[config.mk]
export PLATFORM = sky130hd
export DESIGN_NAME = enable_phase_sequencer
export DESIGN_NICKNAME = d
export VERILOG_FILES = /design/src/rtl/enable_phase_sequencer.sv
export SDC_FILE = /design/constraint.sdc
export NUM_CORES = 1
export LEC_CHECK = 0
export CAP_MARGIN = 40
export CORE_MARGIN = 2
export CORE_UTILIZATION = 38
export DETAILED_ROUTE_END_ITERATION = 6
export PLACE_DENSITY = 0.6
export SYNTH_ARGS = -nofsm -noshare
export SYNTH_HDL_FRONTEND = slang
export SYNTH_SLANG_ARGS = --single-unit
export TNS_END_PERCENT = 5
[constraint.sdc]
create_clock -name clock -period 2.45 [get_ports clock]
set_input_delay 0.3675 -clock clock [delete_from_list [all_inputs] [get_ports clock]]
set_output_delay 0.3675 -clock clock [all_outputs]
set_load 0.1 [all_outputs]
[src/rtl/enable_phase_sequencer.sv]
// ---------------------------------------------------------------------------
// enable_phase_sequencer
//
// Takes the single-cycle enable pulse stream from the enable generator,
// optionally decimates it, and fans each accepted pulse out to N_OUTPUTS
// phase-delayed single-cycle enables at fixed offsets within the control
// period.
//
// On an accepted pulse at cycle t, enable_out[i] fires at cycle t+1+delay[i]
// if output i is unmasked. The delays and the mask are captured at the
// accepted pulse, so later input changes do not affect the running sequence.
// A pulse accepted while a sequence is still running restarts the sequence
// and raises overrun for one cycle.
//
// Ports:
//   clock          system clock, rising edge
//   reset          asynchronous active-low reset
//   gen_enable_in  block enable; low aborts any sequence and clears state
//   enable_in      single-cycle enable pulse from the enable generator
//   delays         packed delays; slice i is the delay of output i (cycles)
//   divider        accept every divider-th enable_in pulse; 0 acts as 1
//   output_mask    bit i = 1 enables output i
//   enable_out     single-cycle phase-delayed enables
//   sequence_busy  high while a sequence is pending
//   overrun        single-cycle pulse when a sequence restarts early
// ---------------------------------------------------------------------------
module enable_phase_sequencer #(
    parameter int unsigned N_OUTPUTS   = 4,
    parameter int unsigned DELAY_WIDTH = 16,
    parameter int unsigned DIV_WIDTH   = 8
) (
    input  logic                             clock,
    input  logic                             reset,
    input  logic                             gen_enable_in,
    input  logic                             enable_in,
    input  logic [N_OUTPUTS*DELAY_WIDTH-1:0] delays,
    input  logic [DIV_WIDTH-1:0]             divider,
    input  logic [N_OUTPUTS-1:0]             output_mask,
    output logic [N_OUTPUTS-1:0]             enable_out,
    output logic                             sequence_busy,
    output logic                             overrun
);

    typedef enum logic [0:0] {StIdle, StRun} state_e;

    state_e                           state_q, state_d;
    logic [DELAY_WIDTH:0]             cnt_q, cnt_d;
    logic [DIV_WIDTH-1:0]             dec_cnt_q, dec_cnt_d;
    logic [N_OUTPUTS*DELAY_WIDTH-1:0] delays_q, delays_d;
    logic [N_OUTPUTS-1:0]             mask_q, mask_d;
    logic [DELAY_WIDTH-1:0]           max_q, max_d;
    logic                             overrun_q, overrun_d;

    logic                             accept;
    logic [DELAY_WIDTH-1:0]           max_in;
    logic [DIV_WIDTH:0]               div_eff;
    logic [DIV_WIDTH:0]               dec_next;

    // Largest delay among the outputs that are enabled; 0 when all are masked.
    always_comb begin
        max_in = '0;
        for (int i = 0; i < N_OUTPUTS; i++) begin
            if (output_mask[i] && (delays[i*DELAY_WIDTH +: DELAY_WIDTH] > max_in)) begin
                max_in = delays[i*DELAY_WIDTH +: DELAY_WIDTH];
            end
        end
    end

    // Divider of 0 behaves as 1. Extra bit keeps dec_next from overflowing.
    assign div_eff  = (divider == '0) ? (DIV_WIDTH+1)'(1) : {1'b0, divider};
    assign dec_next = {1'b0, dec_cnt_q} + (DIV_WIDTH+1)'(1);
    assign accept   = gen_enable_in && enable_in && (dec_cnt_q == '0);

    always_comb begin
        state_d   = state_q;
        cnt_d     = cnt_q;
        dec_cnt_d = dec_cnt_q;
        delays_d  = delays_q;
        mask_d    = mask_q;
        max_d     = max_q;
        overrun_d = 1'b0;

        if (!gen_enable_in) begin
            state_d   = StIdle;
            cnt_d     = '0;
            dec_cnt_d = '0;
            delays_d  = '0;
            mask_d    = '0;
            max_d     = '0;
        end else begin
            if (enable_in) begin
                // >= also recovers cleanly if the divider shrinks mid-count.
                dec_cnt_d = (dec_next >= div_eff) ? '0 : dec_next[DIV_WIDTH-1:0];
            end

            if (accept) begin
                // Outputs matching this cycle already fire from the current
                // registers; everything later in the old sequence is dropped.
                overrun_d = (state_q == StRun);
                state_d   = StRun;
                cnt_d     = '0;
                delays_d  = delays;
                mask_d    = output_mask;
                max_d     = max_in;
            end else if (state_q == StRun) begin
                if (cnt_q == {1'b0, max_q}) begin
                    state_d = StIdle;
                    cnt_d   = '0;
                end else begin
                    cnt_d = cnt_q + (DELAY_WIDTH+1)'(1);
                end
            end
        end
    end

    always_ff @(posedge clock or negedge reset) begin
        if (!reset) begin
            state_q   <= StIdle;
            cnt_q     <= '0;
            dec_cnt_q <= '0;
            delays_q  <= '0;
            mask_q    <= '0;
            max_q     <= '0;
            overrun_q <= 1'b0;
        end else begin
            state_q   <= state_d;
            cnt_q     <= cnt_d;
            dec_cnt_q <= dec_cnt_d;
            delays_q  <= delays_d;
            mask_q    <= mask_d;
            max_q     <= max_d;
            overrun_q <= overrun_d;
        end
    end

    assign sequence_busy = (state_q == StRun);
    assign overrun       = overrun_q;

    always_comb begin
        enable_out = '0;
        for (int i = 0; i < N_OUTPUTS; i++) begin
            enable_out[i] = sequence_busy && mask_q[i] &&
                            (cnt_q == {1'b0, delays_q[i*DELAY_WIDTH +: DELAY_WIDTH]});
        end
    end

endmodule
==> impl_results.md, run 1 <==
* Multiplexer area fraction after synthesis at 0.430%
* #FFs+latches synth at approximately 110
* Detail Route Antenna Nets at 0
* Critical path's largest stage delay at 0.38 ns
* Num ports at 86
* Adder-Cell Fraction of Synth Area at 9.75%
* Setup violations, final at 20
* Synth Flop Type: dfrtp_1
* Cell total after placement at 1309
* Post-synthesis cell count at ~850
* Clk sink count at 111
* WP data required at 2.69 ns
* Crit. End Element: flip-flop
* Yosys Warn Count at 0
* Vias in the first global route at 7337
* Ys async rst share at 100%
* Layout Cells excl Fill at 1338
* CTS H-tree lvls at 3
* Achievable Freq at 176 MHz
* Pwr Total at 5.69 mW
* LEAKAGE at 5.16 nW
* Worst hold-check path type: in2reg
* Unrepaired setup endpoints after global routing: true
* Port Buffer Count at 85
* Compound-gate portion of the synthesized area at 17.9%
* CTS root buf: clkbuf_16
* Peak VDD IR at between 400 and 500 uV
* DP Wirelength at 19900 um
* Post-DR wirelength/cell at around 21 um
* Tcrit/Tclk final at 231%
* Initial antenna violation count at 0
* Inserted Clock Buffers at 9
* Max clock buf depth at 2
* Max-Cap Viols at 0
* Remaining DRCs at 0
* Starting Density at 38.8%
* Grt total ovfl at 0
* Setup_tns at -51.78 ns
* Layout cells sized above 1 at between 30 and 40%
* Sequential-to-total area share from yosys stat at 36.7%
* Dpl ws at -3.91 ns
* Reg clk slew, reported paths at 0.08 ns
* Post-synth net total at 984
* Final slew viol count at 0
* Clock Skews at 0.00901 ns
* Worst Setup Start Kind: input pin
* Routed WL at 28000 um
* Hold WS at 0.397 ns
* Die width at 145 um
* Pin count of the biggest net entering global routing at 59
* ANT cells at 0
* Failing checks: setup timing
* CP arrival at 5.91 ns
* Simple logic cell fraction of the synthesized area at 20.9%
* GRT Util Overall at 25.2%
* CTS tree: yes
* Post-route minimum period at 5.67 ns
* Mapped Area at 7570 um^2
* Most frequent cells in the layout: 158 x buf_4, 133 x nand2_1, 102 x dfrtp_1, 70 x nand3_1, 56 x clkdlybuf4s50_1
* First drt pass iteration count at 5
* Pwr Density at 504 nW/um^2
* Critical path type: in2reg
* Fin. Hold Viols at 0
* Commonest non-fill, non-tap cell in the layout: buf_4
* Height of the die at 145 um
* DRT iter0 DRCs at ~730
* Core Box Area at 19500 um^2
* Crit path top cell by count: buf_6
* Crit-path slowest cell: a221oi_2
* Slew HR at between 50% and 60%
* Avg Synthesized Cell Area at 8.96 um^2
* Worst skew pair latency at 0.37 ns
* Number of synthesized flops with an enable pin at 0
* Standard-cell rows at 51
* Post-layout nets at roughly 1200
* Area share of xor/xnor cells in the synthesized design at 9.60%
* Via density at 5.62
* Slew at the pin with the worst max-slew slack at 0.640 ns
* Cell variety after synth at 56
* Final WS setup at -3.22 ns
* Via count at ~7500
* Gpl congestion at around 0.92
* Status: complete, but fails checks
* Main combinational cell family by area after synthesis: simple AND/OR/NAND/NOR gates
* Die area at 21100 um^2
* Synth-to-Final Area Change at 49.2%
* First-pass GRT wire length at 41300 um
* Crit path max fanout at 8
-- cells in the mapped netlist, drive strengths merged (4+ instances only) --
| cell type | count | area [um^2] |
|---|---|---|
| a21o | 10 | 75.1 |
| a21oi | 26 | 130 |
| a221oi | 20 | 181 |
| a22o | 22 | 193 |
| a22oi | 15 | 113 |
| a31oi | 16 | 113 |
| a32oi | 16 | 140 |
| a41oi | 5 | 58.8 |
| and3 | 4 | 25.0 |
| buf | 35 | 205 |
| clkbuf | 21 | 78.8 |
| dfrtp | 111 | 2780 |
| ha | 59 | 738 |
| inv | 20 | 75.1 |
| nand2 | 137 | 514 |
| nand2b | 5 | 31.3 |
| nand3 | 73 | 365 |
| nand4 | 23 | 144 |
| nor2 | 34 | 130 |
| nor3 | 5 | 25.0 |
| nor4 | 12 | 75.1 |
| o21ai | 23 | 115 |
| o31ai | 16 | 120 |
| or2 | 16 | 100 |
| or3 | 9 | 56.3 |
| or4 | 4 | 30.0 |
| xnor2 | 58 | 508 |
| xor2 | 25 | 219 |
-- final timing paths --
path | from | to | slack (ns) | cells after the start
setup / recovery | delays[7] | max_q[15]$_DFFE_PN0P_ | -3.22 | 32
hold / removal | delays[1] | delays_q[1]$_DFFE_PN0P_ | 0.40 | 4
setup reg to reg | cnt_q[8]$_DFFE_PN0P_ | cnt_q[4]$_DFFE_PN0P_ | 0.02 | 7
hold reg to reg | max_q[8]$_DFFE_PN0P_ | max_q[8]$_DFFE_PN0P_ | 0.52 | 2
max in group asynchronous | reset | cnt_q[5]$_DFFE_PN0P_ | 1.30 | 3
min in group asynchronous | reset | max_q[2]$_DFFE_PN0P_ | 0.47 | 2
-- critical path, delay by kind of cell --
kind	cells	cell delay, ns
compound gates	13	2.61
buf+inv	8	1.12
simple gates	8	1.12
fa+ha+maj	3	0.66
-- per-layer routing --
layer  part of all wire, %  vias to the layer above  GRT usage (%)
met4                   3.3                        0           9.17
met2                    47                      267           39.7
li1                      -                     3539              -
met1                    44                     3659           34.8
met3                   6.1                       54           4.50
met5                     0                        -              0
-- layout make-up --
| cell class | instances | area [um^2] |
|---|---|---|
| inverter | 20 | 75.1 |
| timing repair buffer | 266 | 2410 |
| tap | 265 | 332 |
| clock buffer | 9 | 225 |
| multi-input combinational | 660 | 5400 |
| clock inverter | 7 | 73.8 |
| sequential | 111 | 2790 |
| fill | 1701 | 8230 |
-- flip-flops by register name, summed over array words and instances, names as in the netlist --
| signal | count |
|---|---|
| overrun | 1 |
| sequence_busy | 1 |
| cnt_q | 17 |
| delays_q | 64 |
| max_q | 16 |
| dec_cnt_q | 8 |
| mask_q | 4 |
-- logic make-up (layout without fill, tap and decap cells) --
logic type,after synthesis,after routing
AO/OA/AOI/OAI,180,181
flip-flops,111,111
AND/OR/NAND/NOR,333,334
adder cells (fa/ha/maj),59,59
buffers and inverters,76,302
XOR/XNOR,83,83
multiplexers,3,3
-- through the flow --
| step | utilization [%] | cell area (um^2) |
|---|---|---|
| after floorplan | - | 7820 |
| after global placement | 51.8 | 10100 |
| after detailed placement | 51.8 | 10100 |
| after CTS | 54.0 | 10600 |
| after global routing | 57.8 | 11300 |
| final | 57.8 | 11300 |
-- repair_timing --
item                                   4_1_cts  5_1_grt
pin swaps                                   13       43
endpoints found under the hold margin       25        0
cloned                                       0        5
hold buffers                                 1        0
gates resized for setup                     45      148
buffers inserted                             2       10
setup endpoints to repair                   30       39
-- power breakdown --
part | total [mW] | switching (mW) | internal (mW)
clock network | 1.52 | 0.788 | 0.728
registers | 2.09 | 0.122 | 1.97
logic | 2.08 | 1.08 | 1.00
total | 5.69 | 1.99 | 3.70
No activity file was read; power rests on OpenSTA's default activity.
==> run 2, diff against run 1 <==
--- a/config.mk
+++ b/config.mk
@@ -9,6 +9,7 @@
 export CORE_MARGIN = 2
 export CORE_UTILIZATION = 38
 export DETAILED_ROUTE_END_ITERATION = 6
+export GPL_TIMING_DRIVEN = 0
 export PLACE_DENSITY = 0.6
 export SYNTH_ARGS = -nofsm -noshare
 export SYNTH_HDL_FRONTEND = slang
==> impl_results.md, run 2 (synthesis gave the netlist of run 1 again) <==
* Critical path type: in2reg
* Top flop regs: delays_q: 64 flops, cnt_q: 17 flops, max_q: 16 flops
* Clock Power Share at 26.3% (-0.3 points)
* Critical path's largest stage delay at 0.60 ns (+0.22 ns)
* Pwr Density at 518 nW/um^2 (+2.8%)
* Max reg flops at 64 (unchanged)
* Combinational fraction of design power at 36.6% (about the same)
* CTS H-tree lvls at 3 (unchanged)
* Crit path max fanout at 8 (unchanged)
* Via count at 7483 (-0.48%)
* Worst skew pair latency at 0.36 ns (about the same)
* DRT iter0 DRCs at 610 (-16%)
* Layout cells sized above 1 at 26.0% (-8.0 points)
* Die area at 21100 um^2 (unchanged)
* Post-layout nets at 1139 (-5.6%)
* GRT Util Overall at 26.5% (+1.2 points)
* Via density at 5.89 (+4.8%)
* CTS root buf: clkbuf_16
* Height of the die at 145 um (unchanged)
* Filler instances at 1723 (+1.3%)
* WP data required at 2.69 ns (about the same)
* Routed WL at 28800 um (+2.8%)
* Core Box Area at 19500 um^2 (unchanged)
* Tcrit/Tclk final at 242% (+11 points)
* ANT cells at 0 (unchanged)
* Peak VDD IR at 328 uV (-26%)
* Grt total ovfl at 0 (unchanged)
* CTS tree: yes
* Commonest non-fill, non-tap cell in the layout: nand2_1
* Top reg by flops: delays_q
* Status: complete, but fails checks
* First-pass GRT wire length at 42800 um (+3.7%)
* Max-Cap Viols at 0 (unchanged)
* Port Buffer Count at 85 (unchanged)
* First drt pass iteration count at 5 (unchanged)
* Synth-to-Final Area Change at 44.3%
* Post-DR wirelength/cell at 22.7 um (+8.3%)
* Fin. Hold Viols at 0 (unchanged)
* Remaining DRCs at 0 (unchanged)
* Slew at the pin with the worst max-slew slack at 0.707 ns (+0.0668 ns)
* Inserted Clock Buffers at 9 (unchanged)
* Most frequent cells in the layout: 128 x nand2_1, 109 x dfrtp_1, 71 x nand3_1, 60 x clkdlybuf4s50_1, 58 x buf_4
* CP top delay family: simple AND/OR/NAND/NOR gates
* Pin count of the biggest net entering global routing at 76 (+29%)
* Reg clk slew, reported paths at 0.08 ns (about the same)
* Die width at 145 um (unchanged)
* Critical path buffers and inverters at 6 (-2)
* Setup violations, final at 100 (+400%)
* Num ports at 86 (unchanged)
* Layout Utilization at 56.0% (-1.9 points)
* Crit-path slowest cell: clkdlybuf4s50_1
* Crit. End Element: flip-flop
* Clk sink count at 111 (unchanged)
* P_sw at 2.03 mW (+2.2%)
* Max clock buf depth at 2 (unchanged)
* Achievable Freq at 169 MHz (-4.4%)
* Starting Density at 38.8% (unchanged)
* Switch share at 35.9% (+0.95 points)
* LEAKAGE at 4.78 nW (-7.4%)
* Failing checks: setup timing
* Clock Skews at 0.00592 ns (-0.00309 ns)
* Standard-cell rows at 51 (unchanged)
* DP Wirelength at 20000 um (+0.29%)
* Worst hold-check path type: in2reg
* Final slew viol count at 0 (unchanged)
* CP arrival at 6.17 ns (+0.26 ns)
* Slew HR at 52.9% (-4.5 points)
* Post-route minimum period at 5.93 ns (+0.260 ns)
* Gpl congestion at 0.956 (+3.7%)
* Vias in the first global route at 7317 (-0.27%)
* P_int at 3.63 mW (-2.0%)
* Initial antenna violation count at 0 (unchanged)
* Worst Setup Start Kind: input pin
* Flop pwr share at 37.1% (+0.3 points)
* Detail Route Antenna Nets at 0 (unchanged)
* Final WS setup at -3.48 ns (-0.260 ns)
* Dpl ws at -4.75 ns (-0.833 ns)
* Unrepaired setup endpoints after global routing: true
-- run 2: cell count changes in the layout (fill, tap and decap cells not counted), sizes merged --
cell,before,now
clkbuf,25,30
buf,187,112
clkdlybuf4s50,56,60
inv,25,24
clkinv,2,3
dlygate4sd2,0,3
dlymetal6s2s,6,1
nand2b,6,5
a31o,2,1
clkdlybuf4s15,0,2
-- run 2: through the flow --
step	total power, mW	cells	hold WS (ns)	instance area, um^2	setup TNS, ns
after detailed placement	3.60	1202	0.299	9120	-98.26
after global placement	3.57	1195	0.497	9000	-499.30
final	5.67	1270	0.215	10900	-78.39
after global routing	5.90	1270	0.221	10900	-98.09
after floorplan	3.01	845	0.0719	7820	-58.36
after CTS	5.37	1257	0.244	10300	-69.72
-- run 2: final timing paths --
kind / end / start / depth (start not counted) / slack, ns
max in group asynchronous: sequence_busy$_DFF_PN0_ / reset / 3 / 1.28
hold / removal: delays_q[6]$_DFFE_PN0P_ / delays[6] / 3 / 0.21
min in group asynchronous: delays_q[50]$_DFFE_PN0P_ / reset / 2 / 0.46
setup / recovery: max_q[10]$_DFFE_PN0P_ / delays[24] / 25 / -3.48
hold reg to reg: delays_q[59]$_DFFE_PN0P_ / delays_q[59]$_DFFE_PN0P_ / 1 / 0.53
setup reg to reg: max_q[10]$_DFFE_PN0P_ / dec_cnt_q[0]$_DFFE_PN0P_ / 9 / -0.72
-- run 2: power groups by stage --
stage | logic (mW) | registers (mW) | clock network, mW
5_1_grt | 2.21 | 2.12 | 1.57
3_5_place_dp | 1.48 | 2.13 | 0
6_report | 2.07 | 2.10 | 1.49
3_3_place_gp | 1.44 | 2.13 | 0
4_1_cts | 1.76 | 2.10 | 1.51
2_1_floorplan | 0.889 | 2.12 | 0
-- run 2: final cells by class --
class	instances	area (um^2)	area share, %
clock inverters	7	63.8	0.584
multi-input cells	658	5580	51.1
repair buffers	145	1480	13.5
inverters	20	75.1	0.687
clock buffers	9	225	2.06
plain buffers	55	389	3.56
well taps	265	332	3.03
flip-flops and latches	111	2780	25.4
-- run 2: per-layer routing --
layer / track usage [%] / vias up / wire length [um]
li1: - / 3397 / -
met1: 36.4 / 3750 / 12400
met2: 42.3 / 285 / 13700
met3: 4.62 / 51 / 1800
met4: 8.87 / 0 / 840
met5: 0 / - / 0
-- run 2: repair_timing --
action / in CTS / in global routing
endpoints found under the hold margin: 36 / 0
gates cloned: 4 / 0
resized for setup: 221 / 99
hold buffers: 1 / 0
pin swaps: 41 / 52
buffers inserted: 35 / 14
setup endpoints to repair: 109 / 114
-- run 2: tightest hold or removal path, delay by kind of cell --
kind	cells	cell delay [ns]
buffers and inverters	1	0.09
AND/OR/NAND/NOR	2	0.10
